**src/rtl/mul_pkg.sv**
```systemverilog
// Shared constants for the M-extension multiply issue controller.
// Opcode encodings, FSM state encodings and operand-signedness helpers.
package mul_pkg;

   localparam logic [1:0] OP_MUL    = 2'b00;
   localparam logic [1:0] OP_MULH   = 2'b01;
   localparam logic [1:0] OP_MULHSU = 2'b10;
   localparam logic [1:0] OP_MULHU  = 2'b11;

   localparam logic [0:0] S_IDLE = 1'b0;
   localparam logic [0:0] S_WAIT = 1'b1;

   function automatic logic op_a_signed(input logic [1:0] op);
      return op != OP_MULHU;
   endfunction

   function automatic logic op_b_signed(input logic [1:0] op);
      return (op == OP_MUL) || (op == OP_MULH);
   endfunction

endpackage

```
**src/rtl/mul_req_fifo.sv**
```systemverilog
// Request FIFO for the multiply issue controller.
// Pointers carry an extra wrap bit so full and empty are distinguishable; clr empties it.
module mul_req_fifo #(
   parameter int DEPTH = 4,
   parameter int W     = 71
) (
   input  logic         clk,
   input  logic         rst_n,
   input  logic         clr,
   input  logic         push,
   input  logic         pop,
   input  logic [W-1:0] wdata,
   output logic [W-1:0] rdata,
   output logic         full,
   output logic         empty
);

   localparam int AW = $clog2(DEPTH);

   logic [W-1:0] mem [DEPTH];
   logic [AW:0]  wr_ptr;
   logic [AW:0]  rd_ptr;

   always_ff @(posedge clk or negedge rst_n) begin
      if (!rst_n) begin
         wr_ptr <= '0;
         rd_ptr <= '0;
      end else if (clr) begin
         wr_ptr <= '0;
         rd_ptr <= '0;
      end else begin
         if (push) wr_ptr <= wr_ptr + 1'b1;
         if (pop)  rd_ptr <= rd_ptr + 1'b1;
      end
   end

   // Storage needs no reset: nothing is read unless the pointers say it is valid.
   always_ff @(posedge clk) begin
      if (push && !clr) mem[wr_ptr[AW-1:0]] <= wdata;
   end

   assign rdata = mem[rd_ptr[AW-1:0]];
   assign empty = (wr_ptr == rd_ptr);
   assign full  = (wr_ptr[AW] != rd_ptr[AW]) && (wr_ptr[AW-1:0] == rd_ptr[AW-1:0]);

endmodule

```
**src/rtl/mul_sched.sv**
```systemverilog
// Issue controller for the shared 4-cycle non-pipelined mul32: queues tagged requests,
// runs one multiply at a time and broadcasts the hi/lo word on the CDB.
//
//   state  | meaning
//   S_IDLE | no multiply in flight; dispatch the FIFO head when mul32 and result reg are free
//   S_WAIT | multiply in flight; wait for mul_out_en, drop the result if a flush killed it
module mul_sched
   import mul_pkg::*;
#(
   parameter int DEPTH = 4,
   parameter int TAG_W = 5
) (
   input  logic             clk,
   input  logic             rst_n,
   input  logic             flush,
   input  logic             req_valid,
   output logic             req_ready,
   input  logic [1:0]       req_op,
   input  logic [31:0]      req_rs1,
   input  logic [31:0]      req_rs2,
   input  logic [TAG_W-1:0] req_tag,
   output logic             mul_in_en,
   output logic [31:0]      mul_a,
   output logic [31:0]      mul_b,
   output logic             mul_a_signed,
   output logic             mul_b_signed,
   input  logic             mul_idle,
   input  logic             mul_out_en,
   input  logic [31:0]      mul_hi,
   input  logic [31:0]      mul_lo,
   output logic             cdb_valid,
   input  logic             cdb_ready,
   output logic [TAG_W-1:0] cdb_tag,
   output logic [31:0]      cdb_data
);

   localparam int W = 2 + 32 + 32 + TAG_W;

   logic [W-1:0]     head;
   logic             full;
   logic             empty;
   logic             push;
   logic             dispatch;
   logic [1:0]       head_op;
   logic [31:0]      head_a;
   logic [31:0]      head_b;
   logic [TAG_W-1:0] head_tag;

   logic [0:0]       state;
   logic             killed;
   logic [1:0]       fl_op;
   logic [TAG_W-1:0] fl_tag;

   assign {head_op, head_a, head_b, head_tag} = head;

   assign req_ready = !full;
   assign push      = req_valid && !full && !flush;
   // The result reg must be free (or freeing this cycle) before a new multiply may start.
   assign dispatch  = (state == S_IDLE) && !empty && mul_idle
                      && (!cdb_valid || cdb_ready) && !flush;

   assign mul_in_en    = dispatch;
   assign mul_a        = empty ? '0 : head_a;
   assign mul_b        = empty ? '0 : head_b;
   assign mul_a_signed = !empty && op_a_signed(head_op);
   assign mul_b_signed = !empty && op_b_signed(head_op);

   mul_req_fifo #(
      .DEPTH (DEPTH),
      .W     (W)
   ) u_fifo (
      .clk   (clk),
      .rst_n (rst_n),
      .clr   (flush),
      .push  (push),
      .pop   (dispatch),
      .wdata ({req_op, req_rs1, req_rs2, req_tag}),
      .rdata (head),
      .full  (full),
      .empty (empty)
   );

   always_ff @(posedge clk or negedge rst_n) begin
      if (!rst_n) begin
         state     <= S_IDLE;
         killed    <= 1'b0;
         fl_op     <= '0;
         fl_tag    <= '0;
         cdb_valid <= 1'b0;
         cdb_tag   <= '0;
         cdb_data  <= '0;
      end else begin
         if (flush || (cdb_valid && cdb_ready)) begin
            cdb_valid <= 1'b0;
            cdb_tag   <= '0;
            cdb_data  <= '0;
         end
         if (state == S_IDLE) begin
            if (dispatch) begin
               state  <= S_WAIT;
               fl_op  <= head_op;
               fl_tag <= head_tag;
            end
         end else begin
            if (mul_out_en) begin
               state  <= S_IDLE;
               killed <= 1'b0;
               // A flush landing on the completion cycle discards the result directly.
               if (!killed && !flush) begin
                  cdb_valid <= 1'b1;
                  cdb_tag   <= fl_tag;
                  cdb_data  <= (fl_op == OP_MUL) ? mul_lo : mul_hi;
               end
            end else if (flush) begin
               killed <= 1'b1;
            end
         end
      end
   end

endmodule
```
**config.mk**
```make
export PLATFORM = sky130hd
export DESIGN_NAME = mul_sched
export DESIGN_NICKNAME = d
export VERILOG_FILES = /design/src/rtl/mul_pkg.sv /design/src/rtl/mul_req_fifo.sv /design/src/rtl/mul_sched.sv
export SDC_FILE = /design/constraint.sdc
export NUM_CORES = 1
export LEC_CHECK = 0
export ABC_AREA = 1
export BUFFER_PORTS_ARGS = -buffer_cell sky130_fd_sc_hd__buf_2
export CAP_MARGIN = 0
export CORE_MARGIN = 1.5
export CORE_UTILIZATION = 60
export DETAILED_ROUTE_END_ITERATION = 10
export GPL_ROUTABILITY_DRIVEN = 0
export PLACE_DENSITY = 0.95
export SETUP_SLACK_MARGIN = 0.02
export SYNTH_ARGS = -nofsm -noshare
export SYNTH_HDL_FRONTEND = slang
export SYNTH_SLANG_ARGS = --single-unit
export TNS_END_PERCENT = 1
```
**constraint.sdc**
```tcl
create_clock -name clk -period 7.55 [get_ports clk]
set_input_delay 0.755 -clock clk [delete_from_list [all_inputs] [get_ports clk]]
set_output_delay 0.755 -clock clk [all_outputs]
set_load 0.02 [all_outputs]
```
==> reports/summary.txt <==
Total power -> 4601 uW
Post-synth top cells -> edfxtp_1, o21ai_0, nor2_1, nand2_1, inv_1
Total number of H-tree levels -> 2
Tmin final -> 4.583 ns
Clock latency on the worst-skew pair -> 0.52 ns
DIE WIDTH -> 154.4 um
Yosys synthesis warning count -> 0
Post-Syn Nets -> 1323
Vias -> 9896
CP max stage cell -> inv_6
Max Cap Viol -> 0
Die H -> 154.4 um
Post-synth top area cell -> edfxtp_1
P_leak -> 0.006898 uW
Count leader, synth -> edfxtp_1
Actual slew at the worst max-slew pin -> 1.075 ns
R2R Path Start -> u_fifo.rd_ptr[0]$_DFFE_PN0P_
R2r endpoint -> u_fifo.mem[2][33]$_DFFE_PP_
Avg WL per Cell -> 18.55 um
Hold Crit Class -> in2async
Utilization after layout -> 0.7160
Drt pass-1 iters -> 6
Initial drt markers -> 1228
Bufs on Longest Clock Path -> 3
TritonCTS clock tree -> done
CTS Hold Bufs -> 0
Post-CTS sizing -> 0
Status -> finished, final reports clean
Flop2flop setup slack -> 3.18 ns
DRC violations left -> 0
Req. time, crit path -> 6.80 ns
Sequential share of the synthesized area -> 0.7165
Die Area -> 23840 sq um
Initial antenna violation count -> 9
Row cnt -> 55
Reg2reg path depth -> 7
Crit share post-route -> 0.6070
Detail-routed via count per cell -> 5.784
IO Pins -> 248
# port buffers -> 247
Relative max-transition margin -> 0.2816
CP startpoint -> u_fifo.rd_ptr[0]$_DFFE_PN0P_
CTS buffer count -> 34
Buf+Inv Stages, Crit Path -> 3
Yosys cell types -> 26
Fmax -> 218.2 MHz
Largest net degree at the start of global routing -> 145
Prevailing post-synth register cell -> edfxtp_1
Share of cells above drive strength 1 -> 0.2421
Critical Path Start Type -> flop
Final Hold Vio Count -> 0
WP data arrival -> 3.83 ns
Setup CP Type -> reg2out
Synthesized area -> 13750 sq um
Synth top area cells -> edfxtp_1, dfrtp_1, o21ai_0
Final #Nets -> 1543
CP max stage delay -> 0.83 ns
Sequence of cells on the critical path -> inv_6, nand2_1, nand2_2, nand3_4, nand2_1, inv_1, buf_2
Critical Path Sink Type -> output pin
Layout area overhead -> 17.50%
Detailed placement HPWL -> 18670 um
VDD IR max -> 0.2418 mV
GRT overflow -> 0
Core area -> 22570 sq um
Crit path max-delay family -> simple AND/OR/NAND/NOR gates
Mapped Cells -> 1176
Antenna Nets Post-Route -> 0
CP most frequent cell -> nand2_1
Gr usage total -> 0.2662
# clock sinks -> 337
EDFF count, synth -> 284
RSZ-0062 raised after global routing -> no
WL final -> 31740 um
#FFs+latches synth -> 337
Vias in the first global route -> 9766
Slew Limit Fails -> 0
Clk pin slew, worst setup/hold paths -> 0.06 ns
Power per cell area -> 284.7 nW/um^2
CP max FO -> 144
Post-CTS Setup Bufs -> 0
Clock skew -> 0.02518 ns
Final setup viols -> 0
Starting density of the core -> 0.6093
Post-synth ARST share -> 0.1573
Clock root buffer master -> clkbuf_16
Syn_area_per_cell -> 11.69 sq um
Yosys top cell area share -> 0.6201
Setup TNS -> 0 ns
First-pass GRT wire length -> 49600 um
## registers in the layout, summed over array words and instances (netlist names)
name / count
u_fifo.mem: 284
cdb_data: 32
cdb_tag: 5
fl_tag: 5
u_fifo.rd_ptr: 3
u_fifo.wr_ptr: 3
fl_op: 2
cdb_valid: 1
killed: 1
state: 1
## logic make-up after synthesis
| logic type | after synthesis | synth area share |
|---|---|---|
| AO/OA/AOI/OAI | 261 | 0.1014 |
| XOR/XNOR | 2 | 0.001274 |
| adder cells (fa/ha/maj) | 5 | 0.004549 |
| buffers and inverters | 181 | 0.05759 |
| flip-flops | 337 | 0.7165 |
| AND/OR/NAND/NOR | 390 | 0.1186 |
## cell type report
cell class                      count  area (sq um)
Multi-Input combinational cell    658          3141
Timing Repair Buffer              258          1319
Antenna cell                        5         12.51
Clock inverter                     17         177.7
Inverter                          107         406.6
Tap cell                          285         356.6
Fill cell                        1481          6411
Clock buffer                       44         888.4
Sequential cell                   337          9859
## metal layers
| layer | global-route usage | up-vias | routed length [um] |
|---|---|---|---|
| li1 | - | 4544 | - |
| met2 | 0.4760 | 581 | 16060 |
| met1 | 0.3184 | 4684 | 11840 |
| met4 | 0.09112 | 8 | 867 |
| met5 | 0 | - | 54 |
| met3 | 0.06192 | 79 | 2915 |
## worst max-delay path by stage
stage                                       end  cells past startpoint
global route                          mul_in_en                      7
floorplan            u_fifo.mem[0][0]$_DFFE_PP_                      4
detailed placement  u_fifo.mem[2][10]$_DFFE_PP_                      7
finish                                mul_a[25]                      7
CTS                                   mul_a[25]                      7
global placement     u_fifo.mem[3][9]$_DFFE_PP_                      7
## power breakdown
part           total [uW]  internal, uW  switching [uW]  leakage [uW]
Combinational         839           242             597       0.00308
Sequential           2160          2100            59.1       0.00330
Clock                1600           915             684      0.000521
## placed cells by master (no fill, tap or decap), types with 2 or more instances in the layout
cell and n:
edfxtp_1 284, buf_2 247, o21ai_0 168, nor2_1 162, nand2_1 136, inv_1 92, o22ai_1 64, nand3_1 60
dfrtp_1 51, clkbuf_16 34, o21ai_1 25, inv_2 14, nand4_1 13, nand2_2 12, buf_4 11, clkbuf_1 10
clkinv_2 8, diode_2 5, ha_1 5, nor2_4 4, clkinv_1 3, a21oi_2 2, inv_6 2, nand3_4 2
xor2_1 2, bufinv_16 2
## per-stage QoR
stage | hold WS, ns | setup WS, ns | instance area (sq um) | cells
floorplan | 0.4496 | 2.732 | 13750 | 1176
global placement | 0.4590 | 3.287 | 15080 | 1645
detailed placement | 0.4637 | 3.191 | 15080 | 1645
CTS | 0.3570 | 2.943 | 16150 | 1706
global route | 0.4000 | 2.672 | 16150 | 1708
finish | 0.3489 | 2.967 | 16160 | 1711
Power figures use the tool's default switching activity.
